==> config.mk <==
export PLATFORM = sky130hd
export DESIGN_NAME = store_buffer_ctrl_flat
export DESIGN_NICKNAME = d
export VERILOG_FILES = /design/src/rtl/store_buffer_ctrl_if.sv /design/src/rtl/store_buffer_ctrl.sv /design/src/flat_wrapper.sv
export SDC_FILE = /design/constraint.sdc
export NUM_CORES = 1
export LEC_CHECK = 0
export ABC_CLOCK_PERIOD_IN_PS = 3700
export CORE_AREA = 3 3 138 140
export CTS_CLUSTER_SIZE = 25
export DETAILED_ROUTE_END_ITERATION = 16
export DIE_AREA = 0 0 141 143
export HOLD_SLACK_MARGIN = 0.12
export PLACE_DENSITY_LB_ADDON = 0.25
export SLEW_MARGIN = 40
export SYNTH_ARGS = -nofsm -noshare
export SYNTH_HDL_FRONTEND = slang
export SYNTH_SLANG_ARGS = --single-unit
==> constraint.sdc <==
create_clock -name sClk_i -period 3.7 [get_ports sClk_i]
set_input_delay 0.74 -clock sClk_i [delete_from_list [all_inputs] [get_ports sClk_i]]
set_output_delay 0.74 -clock sClk_i [all_outputs]
set_load 0.05 [all_outputs]
==> src/rtl/store_buffer_ctrl_if.sv <==
// rtl/store_buffer_ctrl_if.sv - store buffer controller bus bundle
// Purpose: groups the CPU store/load, FIFO and memory write port signals.
// Modports: master = the controller itself, slave = its surroundings
//           (CPU, compare-capable FIFO, memory write port).
interface store_buffer_ctrl_if #(
    parameter int W_ADDR        = 32,
    parameter int W_DATA        = 32,
    parameter int C_NUMBERWORDS = 4
);
    localparam int W_STRB  = W_DATA / 8;
    localparam int W_ENTRY = W_ADDR + W_DATA + W_STRB;

    // CPU store path
    logic                     StReq_i;
    logic [W_ADDR-1:0]        StAddr_i;
    logic [W_DATA-1:0]        StData_i;
    logic [W_STRB-1:0]        StStrb_i;
    logic                     StAck_o;
    // CPU load hazard check
    logic                     LdReq_i;
    logic [W_ADDR-1:0]        LdAddr_i;
    logic                     LdHit_o;
    // flush / status
    logic                     Flush_i;
    logic                     FlushDone_o;
    logic                     Idle_o;
    // FIFO side
    logic                     FifoWrite_o;
    logic                     FifoRead_o;
    logic [W_ENTRY-1:0]       FifoWriteData_o;
    logic                     FifoCompareEn_o;
    logic [W_ADDR-1:0]        FifoCompareData_o;
    logic                     FifoEmpty_i;
    logic                     FifoFull_i;
    logic [W_ENTRY-1:0]       FifoReadData_i;
    logic [C_NUMBERWORDS-1:0] FifoCompareResult_i;
    // memory write port
    logic                     MemReq_o;
    logic [W_ADDR-1:0]        MemAddr_o;
    logic [W_DATA-1:0]        MemData_o;
    logic [W_STRB-1:0]        MemStrb_o;
    logic                     MemAck_i;

    modport master (
        input  StReq_i, StAddr_i, StData_i, StStrb_i,
        output StAck_o,
        input  LdReq_i, LdAddr_i,
        output LdHit_o,
        input  Flush_i,
        output FlushDone_o, Idle_o,
        output FifoWrite_o, FifoRead_o, FifoWriteData_o, FifoCompareEn_o, FifoCompareData_o,
        input  FifoEmpty_i, FifoFull_i, FifoReadData_i, FifoCompareResult_i,
        output MemReq_o, MemAddr_o, MemData_o, MemStrb_o,
        input  MemAck_i
    );

    modport slave (
        output StReq_i, StAddr_i, StData_i, StStrb_i,
        input  StAck_o,
        output LdReq_i, LdAddr_i,
        input  LdHit_o,
        output Flush_i,
        input  FlushDone_o, Idle_o,
        input  FifoWrite_o, FifoRead_o, FifoWriteData_o, FifoCompareEn_o, FifoCompareData_o,
        output FifoEmpty_i, FifoFull_i, FifoReadData_i, FifoCompareResult_i,
        input  MemReq_o, MemAddr_o, MemData_o, MemStrb_o,
        output MemAck_i
    );
endinterface

==> src/rtl/store_buffer_ctrl.sv <==
// rtl/store_buffer_ctrl.sv - store buffer controller in front of the memory write port
// Purpose: accepts CPU stores into a compare-capable FIFO, drains them one at a
//          time over a req/ack memory port, flags load-after-store hazards and
//          sequences flushes.
// Ports:   sClk_i  clock
//          sRst_i  asynchronous active-high reset (also resets the FIFO, inverted)
//          bus     store_buffer_ctrl_if.master: CPU store/load, flush/status,
//                  FIFO command/status, memory write request/ack
module store_buffer_ctrl #(
    parameter int W_ADDR          = 32,
    parameter int W_DATA          = 32,
    parameter int C_NUMBERWORDS   = 4,
    parameter int C_HIGH_WATER    = 3,
    parameter int C_DRAIN_TIMEOUT = 8
) (
    input  logic                sClk_i,
    input  logic                sRst_i,
    store_buffer_ctrl_if.master bus
);
    localparam int W_STRB  = W_DATA / 8;
    localparam int W_ENTRY = W_ADDR + W_DATA + W_STRB;
    localparam int OFF     = $clog2(W_STRB);
    localparam int CNT_W   = $clog2(C_NUMBERWORDS + 1);
    localparam int IDLE_W  = $clog2(C_DRAIN_TIMEOUT + 1);
    localparam logic [W_ADDR-1:0] ALIGN_MASK = ~W_ADDR'((1 << OFF) - 1);

    typedef enum logic {
        IDLE,
        BUSY
    } state_t;

    state_t             state_r;
    state_t             state_nxt;
    logic [CNT_W-1:0]   Count_r;
    logic [IDLE_W-1:0]  IdleCnt_r;
    logic               FlushPend_r;
    logic               FlushDone_r;
    logic [W_ADDR-1:0]  drain_addr_r;
    logic [W_STRB-1:0]  drain_strb_r;
    logic [W_DATA-1:0]  drain_data_r;

    logic [W_ADDR-1:0]  st_addr_al;
    logic [W_ADDR-1:0]  ld_addr_al;
    logic               st_accept;
    logic               ld_hit;
    logic               drain_cond;
    logic               pop;
    logic               flush_fin;

    // Word-align both addresses so compares are per word, not per byte.
    assign st_addr_al = bus.StAddr_i & ALIGN_MASK;
    assign ld_addr_al = bus.LdAddr_i & ALIGN_MASK;

    // A pop this cycle does not free a slot until the next edge.
    assign st_accept = bus.StReq_i & ~bus.FifoFull_i & ~FlushPend_r;

    // The entry being drained has left the FIFO, so it is compared separately.
    assign ld_hit = bus.LdReq_i &
                    ((|bus.FifoCompareResult_i) |
                     ((state_r == BUSY) && (drain_addr_r == ld_addr_al)));

    assign drain_cond = (Count_r >= CNT_W'(C_HIGH_WATER)) |
                        (IdleCnt_r == IDLE_W'(C_DRAIN_TIMEOUT)) |
                        FlushPend_r | ld_hit;

    assign pop = ~bus.FifoEmpty_i & drain_cond &
                 ((state_r == IDLE) | ((state_r == BUSY) & bus.MemAck_i));

    // A flush arriving on an already drained buffer completes at the next
    // edge; a store accepted in the same cycle keeps it pending instead.
    assign flush_fin = (FlushPend_r | bus.Flush_i) & bus.FifoEmpty_i &
                       (state_r == IDLE) & ~st_accept;

    assign bus.StAck_o           = st_accept;
    assign bus.FifoWrite_o       = st_accept;
    assign bus.FifoWriteData_o   = {st_addr_al, bus.StStrb_i, bus.StData_i};
    assign bus.FifoRead_o        = pop;
    assign bus.FifoCompareEn_o   = bus.LdReq_i;
    assign bus.FifoCompareData_o = ld_addr_al;
    assign bus.LdHit_o           = ld_hit;
    assign bus.FlushDone_o       = FlushDone_r;
    assign bus.Idle_o            = bus.FifoEmpty_i & (state_r == IDLE);
    assign bus.MemReq_o          = (state_r == BUSY);
    assign bus.MemAddr_o         = drain_addr_r;
    assign bus.MemData_o         = drain_data_r;
    assign bus.MemStrb_o         = drain_strb_r;

    always_ff @(posedge sClk_i or posedge sRst_i) begin
        if (sRst_i) begin
            state_r <= IDLE;
        end else begin
            state_r <= state_nxt;
        end
    end

    // An ack with a pop keeps BUSY so back-to-back transfers have no bubble.
    always_comb begin
        state_nxt = state_r;
        if (pop) begin
            state_nxt = BUSY;
        end else if ((state_r == BUSY) && bus.MemAck_i) begin
            state_nxt = IDLE;
        end
    end

    always_ff @(posedge sClk_i or posedge sRst_i) begin
        if (sRst_i) begin
            Count_r      <= '0;
            IdleCnt_r    <= '0;
            FlushPend_r  <= 1'b0;
            FlushDone_r  <= 1'b0;
            drain_addr_r <= '0;
            drain_strb_r <= '0;
            drain_data_r <= '0;
        end else begin
            case ({st_accept, pop})
                2'b10:   Count_r <= Count_r + CNT_W'(1);
                2'b01:   Count_r <= Count_r - CNT_W'(1);
                default: Count_r <= Count_r;
            endcase

            if (st_accept || bus.FifoEmpty_i) begin
                IdleCnt_r <= '0;
            end else if (IdleCnt_r != IDLE_W'(C_DRAIN_TIMEOUT)) begin
                IdleCnt_r <= IdleCnt_r + IDLE_W'(1);
            end

            FlushDone_r <= flush_fin;
            if (flush_fin) begin
                FlushPend_r <= 1'b0;
            end else if (bus.Flush_i) begin
                FlushPend_r <= 1'b1;
            end

            if (pop) begin
                drain_addr_r <= bus.FifoReadData_i[W_ENTRY-1 -: W_ADDR];
                drain_strb_r <= bus.FifoReadData_i[W_DATA +: W_STRB];
                drain_data_r <= bus.FifoReadData_i[W_DATA-1:0];
            end
        end
    end
endmodule
==> src/flat_wrapper.sv <==
// flat-port wrapper written by rule: the top's interface ports become plain ports
module store_buffer_ctrl_flat 
#(
    parameter int W_ADDR          = 32,
    parameter int W_DATA          = 32,
    parameter int C_NUMBERWORDS   = 4,
    parameter int C_HIGH_WATER    = 3,
    parameter int C_DRAIN_TIMEOUT = 8
)
  (sClk_i, sRst_i, bus_StReq_i, bus_StAddr_i, bus_StData_i, bus_StStrb_i, bus_StAck_o, bus_LdReq_i, bus_LdAddr_i, bus_LdHit_o, bus_Flush_i, bus_FlushDone_o, bus_Idle_o, bus_FifoWrite_o, bus_FifoRead_o, bus_FifoWriteData_o, bus_FifoCompareEn_o, bus_FifoCompareData_o, bus_FifoEmpty_i, bus_FifoFull_i, bus_FifoReadData_i, bus_FifoCompareResult_i, bus_MemReq_o, bus_MemAddr_o, bus_MemData_o, bus_MemStrb_o, bus_MemAck_i);
  store_buffer_ctrl_if #(.W_ADDR(W_ADDR), .W_DATA(W_DATA), .C_NUMBERWORDS(C_NUMBERWORDS)) bus_i ();
  input  logic sClk_i;
  input  logic sRst_i;
  input wire logic [$bits(bus_i.StReq_i)-1:0] bus_StReq_i;
  input wire logic [$bits(bus_i.StAddr_i)-1:0] bus_StAddr_i;
  input wire logic [$bits(bus_i.StData_i)-1:0] bus_StData_i;
  input wire logic [$bits(bus_i.StStrb_i)-1:0] bus_StStrb_i;
  output wire logic [$bits(bus_i.StAck_o)-1:0] bus_StAck_o;
  input wire logic [$bits(bus_i.LdReq_i)-1:0] bus_LdReq_i;
  input wire logic [$bits(bus_i.LdAddr_i)-1:0] bus_LdAddr_i;
  output wire logic [$bits(bus_i.LdHit_o)-1:0] bus_LdHit_o;
  input wire logic [$bits(bus_i.Flush_i)-1:0] bus_Flush_i;
  output wire logic [$bits(bus_i.FlushDone_o)-1:0] bus_FlushDone_o;
  output wire logic [$bits(bus_i.Idle_o)-1:0] bus_Idle_o;
  output wire logic [$bits(bus_i.FifoWrite_o)-1:0] bus_FifoWrite_o;
  output wire logic [$bits(bus_i.FifoRead_o)-1:0] bus_FifoRead_o;
  output wire logic [$bits(bus_i.FifoWriteData_o)-1:0] bus_FifoWriteData_o;
  output wire logic [$bits(bus_i.FifoCompareEn_o)-1:0] bus_FifoCompareEn_o;
  output wire logic [$bits(bus_i.FifoCompareData_o)-1:0] bus_FifoCompareData_o;
  input wire logic [$bits(bus_i.FifoEmpty_i)-1:0] bus_FifoEmpty_i;
  input wire logic [$bits(bus_i.FifoFull_i)-1:0] bus_FifoFull_i;
  input wire logic [$bits(bus_i.FifoReadData_i)-1:0] bus_FifoReadData_i;
  input wire logic [$bits(bus_i.FifoCompareResult_i)-1:0] bus_FifoCompareResult_i;
  output wire logic [$bits(bus_i.MemReq_o)-1:0] bus_MemReq_o;
  output wire logic [$bits(bus_i.MemAddr_o)-1:0] bus_MemAddr_o;
  output wire logic [$bits(bus_i.MemData_o)-1:0] bus_MemData_o;
  output wire logic [$bits(bus_i.MemStrb_o)-1:0] bus_MemStrb_o;
  input wire logic [$bits(bus_i.MemAck_i)-1:0] bus_MemAck_i;
  assign bus_i.StReq_i = bus_StReq_i;
  assign bus_i.StAddr_i = bus_StAddr_i;
  assign bus_i.StData_i = bus_StData_i;
  assign bus_i.StStrb_i = bus_StStrb_i;
  assign bus_StAck_o = bus_i.StAck_o;
  assign bus_i.LdReq_i = bus_LdReq_i;
  assign bus_i.LdAddr_i = bus_LdAddr_i;
  assign bus_LdHit_o = bus_i.LdHit_o;
  assign bus_i.Flush_i = bus_Flush_i;
  assign bus_FlushDone_o = bus_i.FlushDone_o;
  assign bus_Idle_o = bus_i.Idle_o;
  assign bus_FifoWrite_o = bus_i.FifoWrite_o;
  assign bus_FifoRead_o = bus_i.FifoRead_o;
  assign bus_FifoWriteData_o = bus_i.FifoWriteData_o;
  assign bus_FifoCompareEn_o = bus_i.FifoCompareEn_o;
  assign bus_FifoCompareData_o = bus_i.FifoCompareData_o;
  assign bus_i.FifoEmpty_i = bus_FifoEmpty_i;
  assign bus_i.FifoFull_i = bus_FifoFull_i;
  assign bus_i.FifoReadData_i = bus_FifoReadData_i;
  assign bus_i.FifoCompareResult_i = bus_FifoCompareResult_i;
  assign bus_MemReq_o = bus_i.MemReq_o;
  assign bus_MemAddr_o = bus_i.MemAddr_o;
  assign bus_MemData_o = bus_i.MemData_o;
  assign bus_MemStrb_o = bus_i.MemStrb_o;
  assign bus_i.MemAck_i = bus_MemAck_i;
  store_buffer_ctrl #(.W_ADDR(W_ADDR), .W_DATA(W_DATA), .C_NUMBERWORDS(C_NUMBERWORDS), .C_HIGH_WATER(C_HIGH_WATER), .C_DRAIN_TIMEOUT(C_DRAIN_TIMEOUT)) u_core (.sClk_i(sClk_i), .sRst_i(sRst_i), .bus(bus_i));
endmodule
==> impl_metrics.ini <==
[die]
num_rows = 49
boundaryPins = 356
die_x_um = 141
floorplan.initialDensity = 0.308
core_sq_mm = 0.0180
die_h_um = 143
dieArea_sq_mm = 0.0202

[synthesis]
syn_area_per_cell_sq_um = 8.61
synth_edf_count = 0
async_reset_ff_frac = 1.00
synth.most_common_cell = buf_4
synth_top_area_frac = 0.353
seq_area_frac_synth = 0.353
synth-main-ff-cell = dfrtp_1
synth_cell_type_count = 42
syn-cell-area_sq_mm = 0.00554
synth_cells = 643
yosys-top-cells-count = 102 x buf_4, 78 x dfrtp_1, 46 x nand4_1, 43 x clkbuf_1
yosys.area.top_type = dfrtp_1
synth_warnings = 0
synthTopCellsByArea = dfrtp_1 35%, buf_4 14%, nand4_1 5.2%
synth_seq_cells = 78

[job]
maxCapViolCount = 0

[routing]
route.detailed.drc = 0
routed_wl_mm = 19.9
drt-initial-drc-count = 328
drt-pass1-iter-count = 4
via_per_inst = 5.52
wl_per_cell_um = 20.6
ant_nets = 0
num_vias = 5311

[placement]
dp_hpwl_mm = 13.6
place_congestion = 0.791
placed_area_sq_mm = 0.00720
io_buffers = 215

[global_routing]
grt_remaining_overflow = 0
grt_usage = 0.188
grt_pass1_wl_mm = 30.0
grt_pass1_vias = 5288
antenna_found_initial = 0
grt_max_degree = 97

[sta]
setup_violations = 0
hold_viol = 0
skew_ps = 5.63
slew-limit-headroom = 0.465
worst_slew_pin_slew_ps = 802
post-route-period-util = 0.966
hold_slack_ps = 491
max_freq_mhz = 280
report.final.slew_viol_count = 0
rsz0062_at_grt = no
fin_crit_ps = 3570

[cells_and_area]
syn2layout_area_growth_pct = 35.3
regArea_sq_mm = 0.00195
drive_gt1_frac = 0.0655
design_area_sq_mm = 0.00749
nFillCells = 1771
diodes = 0
nets = 915
multi_input_area_sq_mm = 0.00260

[worst_setup_path]
cpPeakStageDelay_ps = 580
crit_type = primary input to primary output
critPathMaxFanout = 2
cp_slowest_cell = or4_4
path_cells = clkdlybuf4s50_1 -> xnor2_1 -> buf_4 -> nand4_1 -> or4_4 -> nor4_2 -> o21a_1 -> buf_12
required_ps = 2960
cp-start-kind = primary input
arrival_ps = 2830
critPathCaptureType = primary output

[clock_tree]
ctsRootBufferMaster = clkbuf_16
clock_path_buffers = 2
cts_hold_buf = 0
post-cts-setup-buffer-count = 0
cts_num_sinks = 78
cts.clk_slew.worst_paths_ps = 60
cts_tree = yes
clock_latency_ps = 330
cts.repair.resized = 2
cts_inserted_buffers = 9
htree_levels = 3

[pwr]
ir_drop_mv = 0.259
power_density_mw_per_mm2 = 579
power.leakage_nw = 2.90

[status]
status = complete, no violations

[worst_hold_path]
hold_class = flop to flop
layer usage:
metal | up-vias | global-route usage | part of all wire
met3 | 28 | 0.0445 | 0.072
li1 | 2414 | - | -
met5 | - | 0 | 0
met2 | 245 | 0.328 | 0.51
met1 | 2624 | 0.232 | 0.41
met4 | 0 | 0.0541 | 0.014
stage by stage:
step            util  TNS, ps  std cells  power, W  setup slack (ps)
6_report       0.417        0        962   0.00433               125
5_1_grt        0.417        0        962   0.00455              41.1
4_1_cts        0.417        0        962   0.00438               103
3_5_place_dp   0.401     -154        949   0.00349              -114
3_3_place_gp   0.401    -54.4        949   0.00344             -54.4
2_1_floorplan      -        0        646   0.00285               221
worst paths after layout:
path	slack, ps	from	to	depth (start not counted)
hold reg to reg	490	u_core.Count_r[2]$_DFFE_PP0P_	u_core.Count_r[2]$_DFFE_PP0P_	1
min in group asynchronous	780	sRst_i	u_core.bus.MemData_o[24]$_DFFE_PP0P_	2
hold / removal	490	u_core.Count_r[2]$_DFFE_PP0P_	u_core.Count_r[2]$_DFFE_PP0P_	1
max in group asynchronous	2350	sRst_i	u_core.bus.MemData_o[18]$_DFFE_PP0P_	3
setup reg to reg	800	u_core.bus.MemAddr_o[4]$_DFFE_PP0P_	u_core.Count_r[2]$_DFFE_PP0P_	13
setup / recovery	130	bus_LdAddr_i[4]	bus_LdHit_o	8
kinds of logic after synthesis:
family / count (synthesis) / share of synthesized area
other: 1 / 0.000677
and+or+nand+nor: 209 / 0.212
AOI/OAI and AO/OA: 145 / 0.176
adders and majority gates: 4 / 0.0104
DFF: 78 / 0.353
buffers and inverters: 169 / 0.189
muxes: 2 / 0.00362
xor gates and xnor gates: 35 / 0.0554
placed cells by master, fill, tap and decap left out, drive strengths merged, types with 2 or more instances in the layout:
master,n
a211o,2
a211oi,2
a21oi,41
a22oi,2
a32oi,2
and2,2
and3,38
buf,22
clkbuf,11
clkdlybuf4s50,213
clkinv,2
conb,4
dfrtp,78
ha,3
inv,7
mux2i,2
nand2,32
nand2b,3
nand3,40
nand4,46
nor2,9
nor2b,2
nor4,3
o211ai,38
o21ai,29
o311ai,28
or3,28
or4,3
xnor2,32
xor2,3
worst max-delay path, delay by kind of cell:
kind,cells,cell delay (ps)
compound gates,1,200
xor+xnor,1,140
buf+inv,3,810
simple gates,3,940
state kept, by name, indices dropped and copies added (netlist names):
name and count:
u_core.Count_r 3, u_core.FlushPend_r 1, u_core.IdleCnt_r 4, u_core.bus.FlushDone_o 1
u_core.bus.MemAddr_o 32, u_core.bus.MemData_o 32, u_core.bus.MemReq_o 1, u_core.bus.MemStrb_o 4
where the power goes:
| group | switching (W) | internal [W] | total (W) |
|---|---|---|---|
| logic | 0.00136 | 0.000796 | 0.00215 |
| clock network | 0.000346 | 0.000529 | 0.000875 |
| registers | 0.000222 | 0.00108 | 0.00130 |
area by class of cell:
type	count	share of cell area
multi-input cells	399	0.347
repair buffers	235	0.312
flip-flops and latches	78	0.261
well taps	229	0.0383
clock buffers	11	0.0324
clock inverters	2	0.00468
inverters	8	0.00468
Note: power is estimated with default switching activity, not from simulation.
